### src/rtl/counter_pkg.sv
// Shared definitions for the up/down counter subsystem: default width, monitor
// state encoding and the counter's next-state rule (clear handled by callers).
package counter_pkg;

  localparam int W = 8;

  typedef enum logic {
    SYNC  = 1'b0,
    TRACK = 1'b1
  } mon_state_t;

  // Next counter value when clr is low: load beats counting, counting wraps mod 2^W.
  function automatic logic [W-1:0] next_count(
    input logic [W-1:0] count,
    input logic         ld,
    input logic [W-1:0] din,
    input logic         mode
  );
    if (ld)        return din;
    else if (mode) return count + W'(1);
    else           return count - W'(1);
  endfunction

endpackage

### src/rtl/sat_counter.sv
// Saturating event counter: increments on inc, sticks at all-ones, clears on clr.
module sat_counter #(
  parameter int ERRW = 8
) (
  input  logic            clk,
  input  logic            clr,
  input  logic            inc,
  output logic [ERRW-1:0] value
);

  // NOTE: sequential state uses non-blocking assignments so every flop samples pre-edge values.
  always_ff @(posedge clk) begin
    if (clr)
      value <= '0;
    else if (inc && (value != {ERRW{1'b1}}))
      value <= value + ERRW'(1);
  end

endmodule

### src/rtl/updown_count_monitor.sv
// Passive checker for the up/down counter: keeps a reference prediction re-seeded
// from the observed count every cycle, and flags mismatches, wraps and direction.
module updown_count_monitor
  import counter_pkg::*;
#(
  parameter int W       = counter_pkg::W,
  parameter int ERRW    = 8,
  parameter int MAX_ERR = 3
) (
  input  logic            clk,
  input  logic            clr,
  input  logic            mode,
  input  logic            ld,
  input  logic [W-1:0]    din,
  input  logic [W-1:0]    count,
  output logic            locked,
  output logic            err,
  output logic [ERRW-1:0] err_cnt,
  output logic            wrap_up,
  output logic            wrap_dn,
  output logic            dir,
  output logic [W-1:0]    expected
);

  localparam int MW = $clog2(MAX_ERR + 1);

  mon_state_t    state, state_next;
  logic [MW-1:0] miss, miss_next;
  logic [W-1:0]  pred;
  logic          mismatch;

  // NOTE: every always_comb output gets a default first, so no path can infer a latch.
  always_comb begin
    pred       = next_count(count, ld, din, mode);
    mismatch   = (state == TRACK) && (count != expected);
    state_next = state;
    miss_next  = miss;
    case (state)
      SYNC: begin
        state_next = TRACK;
        miss_next  = '0;
      end
      TRACK: begin
        if (mismatch) begin
          if (miss == MW'(MAX_ERR - 1)) begin
            state_next = SYNC;
            miss_next  = '0;
          end else begin
            miss_next = miss + MW'(1);
          end
        end else begin
          miss_next = '0;
        end
      end
      default: begin
        state_next = SYNC;
        miss_next  = '0;
      end
    endcase
  end

  always_ff @(posedge clk) begin
    if (clr) begin
      state    <= SYNC;
      miss     <= '0;
      expected <= '0;
      err      <= 1'b0;
      wrap_up  <= 1'b0;
      wrap_dn  <= 1'b0;
      dir      <= 1'b1;
    end else begin
      state    <= state_next;
      miss     <= miss_next;
      expected <= pred;
      err      <= mismatch;
      // A load never counts as a wrap, whatever din holds.
      wrap_up  <= !ld &&  mode && (count == {W{1'b1}});
      wrap_dn  <= !ld && !mode && (count == '0);
      if (!ld)
        dir <= mode;
    end
  end

  assign locked = (state == TRACK);

  sat_counter #(
    .ERRW (ERRW)
  ) u_err_cnt (
    .clk   (clk),
    .clr   (clr),
    .inc   (mismatch),
    .value (err_cnt)
  );

endmodule

### config.mk
export PLATFORM = sky130hd
export DESIGN_NAME = updown_count_monitor
export DESIGN_NICKNAME = d
export VERILOG_FILES = /design/src/rtl/counter_pkg.sv /design/src/rtl/sat_counter.sv /design/src/rtl/updown_count_monitor.sv
export SDC_FILE = /design/constraint.sdc
export NUM_CORES = 1
export LEC_CHECK = 0
export CORE_MARGIN = 2
export CORE_UTILIZATION = 45
export CTS_CLUSTER_SIZE = 24
export DETAILED_ROUTE_END_ITERATION = 8
export PLACE_DENSITY_LB_ADDON = 0.15
export SYNTH_ARGS = -nofsm -noshare
export SYNTH_HDL_FRONTEND = slang
export SYNTH_HIERARCHICAL = 1
export SYNTH_SLANG_ARGS = --single-unit
### constraint.sdc
create_clock -name clk -period 4.18 [get_ports clk]
set_input_delay 0.836 -clock clk [delete_from_list [all_inputs] [get_ports clk]]
set_output_delay 0.836 -clock clk [all_outputs]
set_load 0.05 [all_outputs]
==> reports/qor.csv, run 1 <==
metric,value,unit
asr flop ratio synth,0,%
Slew HR,54.5,%
WL/cell,14.6,µm
Flop pwr share,47.4,%
TritonCTS clock tree,yes,
DRC violations left,0,
Yosys reg bits,23,
initial antenna violation count,0,
Gate power share,33.3,%
Post-DP HPWL,2620,µm
Synth Area in Adders,8.65,%
"top cells by area, synth","dfxtp_1, ha_1, xor2_1",
Worst Setup Path Type,in2reg,
io pins,41,
Post-Synth Simple-Gate Area,24.1,%
die area,3550,µm²
number of global-route vias before repair,1133,
Netlist cell types,50,
"Slowest-stage cell, CP",clkdlybuf4s50_1,
cts repair resizes,0,
first-pass GRT wire length,5330,µm
final clock skew,0.00434,ns
post-synthesis sequential area ratio,33.2,%
critical path required time,4.37,ns
fin crit period,2.77,ns
core region area,3000,µm²
Pre-antenna DRT Iters,5,
P_sw,0.000171,W
top-area cell type share of the netlist area,33.2,%
share of cells above drive strength 1,6.63,%
crit path cell chain,clkdlybuf4s50_1 -> inv_1 -> fa_1 -> a21o_1 -> a211oi_2 -> nor3_1 -> or3b_1,
Skew-Pair Late Insertion Delay,0.30,ns
clock group share of total power,19.3,%
dominant synthesized flop cell,dfxtp_1,
VDD IR max,0.000107,V
CTS Hold Bufs,0,
RSZ-0062 raised after global routing,false,
fin util,61.3,%
post-CTS setup buffer count,0,
Final Cycle Share,66.2,%
# setup viols final,0,
HP Class,reg2reg,
vias per inst,5.80,
Syn Inst Count,155,
pwr dens,278,nW/µm²
Final Hold Viols,0,
Initial Util,46.3,%
Post-Syn Area per Cell,8.96,µm²
Synth Area in XOR/XNOR,6.94,%
Max stage delay on crit path,0.56,ns
H-Tree Depth,1,
Worst-path clk slew,0.11,ns
diode count,0,
root buffer cell,clkbuf_4,
syn nets,184,
die width,59.6,µm
Iter 0 DRT Violations,36,
R2R setup slack,2.31,ns
crit start category,primary input,
fmax,361,MHz
Worst Tran Pin Value,0.681,ns
Leakage Power,0.703,nW
Clock Path Buffers,2,
status,finished clean,
final hold slack,0.435,ns
"commonest non-fill, non-tap cell in the layout",clkdlybuf4s50_1,
gr usage total,19.6,%
CTS Buf Count,3,
Synth Area in Compound Gates,21.4,%
cell taking the most area after synthesis,dfxtp_1,
# rows,20,
mux cell area share after synthesis,2.52,%
post-route ant nets,0,
Max Cap Violations,0,
Sw Share,33.5,%
crit path DAT,2.96,ns
largest family of logic cells by synthesized area,simple AND/OR/NAND/NOR gates,
nets,226,
remaining global-route overflow,0,
Synth warnings,6,
area grow syn2layout,32.4,%
CP Capture Type,flop,
internal power,0.000340,W
number of synthesized flops with an enable pin,0,
final wirelength,3350,µm
mapped cell area,1390,µm²
die height,59.6,µm
Final Instance Area,1840,µm²
number of buffers added on ports,40,
Clock Sinks,23,
TNS Setup,0,ns
RD Place Congestion,0.877,
Placed Area,1810,µm²
DR vias,1329,
worst-path maximum fanout,8,
most frequent cells in the layout,"clkdlybuf4s50_1, dfxtp_1, a21oi_1",
max-slew violation count,0,
largest net degree at the start of global routing,22,
[worst max-delay path: cells and delay by family]
kind	cells	cell delay [ns]
simple gates	2	0.44
buf+inv	2	0.76
fa+ha+maj	1	0.49
compound gates	2	0.44
[cell type report]
| class | instances | area [µm²] |
|---|---|---|
| Fill cell | 296 | 1160 |
| Sequential cell | 23 | 460 |
| Multi-Input combinational cell | 123 | 885 |
| Tap cell | 33 | 41.3 |
| Inverter | 5 | 18.8 |
| Clock buffer | 4 | 26.3 |
| Timing Repair Buffer | 41 | 408 |
[per-stage QoR]
step / setup WS (ns) / std cells / total power [W]
2_1_floorplan: 1.84 / 155 / 0.000354
3_3_place_gp: 1.16 / 225 / 0.000414
3_5_place_dp: 1.09 / 225 / 0.000417
4_1_cts: 1.42 / 229 / 0.000516
5_1_grt: 1.34 / 229 / 0.000537
6_report: 1.41 / 229 / 0.000511
[power by group through the flow]
stage	registers, W	logic (W)	clock network, W
after floorplan	0.000284	0.0000695	0
after global placement	0.000247	0.000167	0
after detailed placement	0.000247	0.000170	0
after CTS	0.000242	0.000170	0.000103
after global routing	0.000244	0.000184	0.000110
final	0.000242	0.000170	0.0000988
[worst paths after layout]
kind | depth (start not counted) | from | end
setup / recovery | 7 | mode | expected[6]$_SDFF_PP0_
hold / removal | 1 | miss[0]$_SDFF_PP0_ | miss[0]$_SDFF_PP0_
setup reg to reg | 7 | expected[3]$_SDFF_PP0_ | u_err_cnt/value[5]$_SDFFE_PP0P_
hold reg to reg | 1 | miss[0]$_SDFF_PP0_ | miss[0]$_SDFF_PP0_
[cells by family after synthesis]
logic type / count (synthesis)
AOI/OAI and AO/OA: 42
xor gates and xnor gates: 11
adders and majority gates: 9
buffers and inverters: 9
DFF: 23
muxes: 3
and+or+nand+nor: 58
[sequential cells by signal (all words and copies together), names as in the netlist]
register         flops
dir                  1
err                  1
expected             8
locked               1
miss                 2
u_err_cnt/value      8
wrap_dn              1
wrap_up              1
[per-layer routing]
layer | wire, µm | vias to the layer above | track usage (%)
met5 | 0 | - | 0
li1 | - | 667 | -
met2 | 1500 | 34 | 29.8
met1 | 1710 | 626 | 29.0
met4 | 27 | 0 | 5.71
met3 | 110 | 2 | 2.18
[cell usage after synthesis, drive strengths merged (3+ instances only)]
master and instances:
dfxtp 23, a21oi 13, nand2 12, nor2 9
xor2 9, ha 8, nand3 8, nor3 6
inv 5, a211oi 4, nor4 4, o21ai 4
a31oi 3, buf 3, nand4 3, nor4b 3
o21bai 3
(Power assumes the default switching activity.)
==> inputs of run 2 (changes only) <==
--- a/config.mk
+++ b/config.mk
@@ -6,7 +6,7 @@
 export NUM_CORES = 1
 export LEC_CHECK = 0
 export CORE_MARGIN = 2
-export CORE_UTILIZATION = 45
+export CORE_UTILIZATION = 42
 export CTS_CLUSTER_SIZE = 24
 export DETAILED_ROUTE_END_ITERATION = 8
 export PLACE_DENSITY_LB_ADDON = 0.15
==> constraint.sdc (replaced) <==
create_clock -name clk -period 2.3 [get_ports clk]
set_input_delay 0.46 -clock clk [delete_from_list [all_inputs] [get_ports clk]]
set_output_delay 0.46 -clock clk [all_outputs]
set_load 0.05 [all_outputs]
==> run 2 against run 1 <==
Critical path type unchanged; worst setup slack worse by 1.3 ns; combinational power up 110%; sequential share of layout area down 2.2 points; die area up 6.7%; critical endpoint unchanged.
==> reports/qor.csv, run 2 (synthesis gave the netlist of run 1 again) <==
metric,value,unit,change
status,finished clean,,
final clock skew,0.00308,ns,-0.00126 ns
final wirelength,3650,µm,+8.9%
crit path cell chain,clkdlybuf4s50_1 -> inv_1 -> fa_1 -> a21o_1 -> a211oi_2 -> nor3_1 -> or3b_1,,
cts repair resizes,0,,unchanged
core region area,3100,µm²,+3.3%
number of buffers added on ports,40,,unchanged
CP top delay family,buffers and inverters,,
remaining global-route overflow,0,,unchanged
Worst Tran Pin Value,0.512,ns,-0.169 ns
Hold Startpoint,miss[0]$_SDFF_PP0_,,
critical path required time,2.51,ns,-1.86 ns
vias per inst,5.37,,-7.5%
share of cells above drive strength 1,16.5,%,+9.9 points
CP Capture Type,flop,,
Final Power,0.000979,W,+92%
Largest regs,"expected (8), u_err_cnt/value (8), miss (2)",,
die width,61.5,µm,+3.3%
io pins,41,,unchanged
pwr dens,485,nW/µm²,+74%
Critical Path Start,mode,,
DR vias,1406,,+5.8%
TNS Setup,0,ns,unchanged
Skew-Pair Late Insertion Delay,0.32,ns,+0.02 ns
H-Tree Depth,1,,unchanged
CTS Hold Bufs,0,,unchanged
crit path DAT,2.35,ns,-0.61 ns
# rows,20,,unchanged
Final Hold Viols,0,,unchanged
HP Class,reg2reg,,
RD Place Congestion,0.808,,-7.8%
nets,248,,+9.7%
post-route ant nets,0,,unchanged
max-slew violation count,0,,unchanged
fin crit period,2.14,ns,
area grow syn2layout,45.4,%,
most frequent cells in the layout,"clkdlybuf4s50_1, dfxtp_1, buf_4",,
first-pass GRT wire length,6040,µm,+13%
Clock Path Buffers,2,,unchanged
Max Cap Violations,0,,unchanged
die area,3780,µm²,+6.7%
final hold slack,0.446,ns,+0.0113 ns
number of global-route vias before repair,1385,,+22%
initial antenna violation count,0,,unchanged
CTS Buf Count,3,,unchanged
Iter 0 DRT Violations,60,,+67%
die height,61.5,µm,+3.3%
# setup viols final,0,,unchanged
Clock Sinks,23,,unchanged
Crit path buffers/inverters,2,,unchanged
gr usage total,21.4,%,+1.8 points
TritonCTS clock tree,yes,,
fmax,468,MHz,
diode count,0,,unchanged
Worst Setup Path Type,in2reg,,
DRC violations left,0,,unchanged
"commonest non-fill, non-tap cell in the layout",clkdlybuf4s50_1,,
largest net degree at the start of global routing,18,,-18%
Leakage Power,0.813,nW,+16%
Max stage delay on crit path,0.48,ns,-0.08 ns
Reg2Reg Launch Point,expected[6]$_SDFF_PP0_,,
crit start category,primary input,,
Initial Util,44.8,%,-1.5 points
Worst-path clk slew,0.13,ns,+0.02 ns
RSZ-0062 raised after global routing,false,,
"Slowest-stage cell, CP",clkdlybuf4s50_1,,
worst-path maximum fanout,4,,-4
root buffer cell,clkbuf_4,,
Pre-antenna DRT Iters,4,,-1
post-CTS setup buffer count,0,,unchanged
WL/cell,13.9,µm,-4.8%
VDD IR max,0.000307,V,+190%
Post-DP HPWL,2960,µm,+13%
Final Cycle Share,93.0,%,
Slew HR,65.7,%,+11 points
fin util,65.1,%,+3.8 points
run 2: cell count changes in the layout (fill, tap and decap cells not counted):
cell,before,now
clkinv_2,0,1
buf_4,1,23
clkbuf_1,1,0
run 2: stage by stage:
step / setup WS [ns] / std cells / instance area, µm²
6_report: 0.161 / 262 / 2020
5_1_grt: 0.0347 / 262 / 2020
4_1_cts: 0.160 / 262 / 2020
3_5_place_dp: -0.194 / 258 / 1990
3_3_place_gp: -0.152 / 258 / 1990
2_1_floorplan: 0.264 / 155 / 1390
run 2: path summary, 6_finish.rpt:
check	end	cells past startpoint	slack [ns]
worst max-delay path	expected[6]$_SDFF_PP0_	7	0.16
worst min-delay path	miss[0]$_SDFF_PP0_	1	0.45
worst max register to register	u_err_cnt/value[7]$_SDFFE_PP0P_	7	0.42
worst min register to register	miss[0]$_SDFF_PP0_	1	0.45
run 2: metal layers:
metal / global-route usage (%) / vias up / routed length, µm
met5: 0 / - / 0
met4: 6.38 / 0 / 44
met3: 2.73 / 4 / 106
met2: 35.5 / 33 / 1710
met1: 28.9 / 655 / 1780
li1: - / 714 / -
run 2: final cells by class:
class | instances | area, µm²
repair buffers | 63 | 573
fillers | 300 | 1080
well taps | 44 | 55.1
multi-input cells | 123 | 885
clock buffers | 3 | 22.5
clock inverters | 1 | 5.00
flip-flops and latches | 23 | 460
inverters | 5 | 18.8
run 2: power breakdown:
part / switching (W) / internal [W] / total, W
combinational: 0.000190 / 0.000159 / 0.000349
clock: 0.000127 / 0.0000651 / 0.000192
sequential: 0.0000177 / 0.000421 / 0.000439
run 2: worst register-to-register path, stage by stage (launching register included):
cell and delay [ns]:
dfxtp_1 0.36, xor2_1 0.16, nor4_2 0.40, nand2_1 0.11, and2_1 0.23, and4_1 0.25
a21oi_1 0.18, a311oi_1 0.07
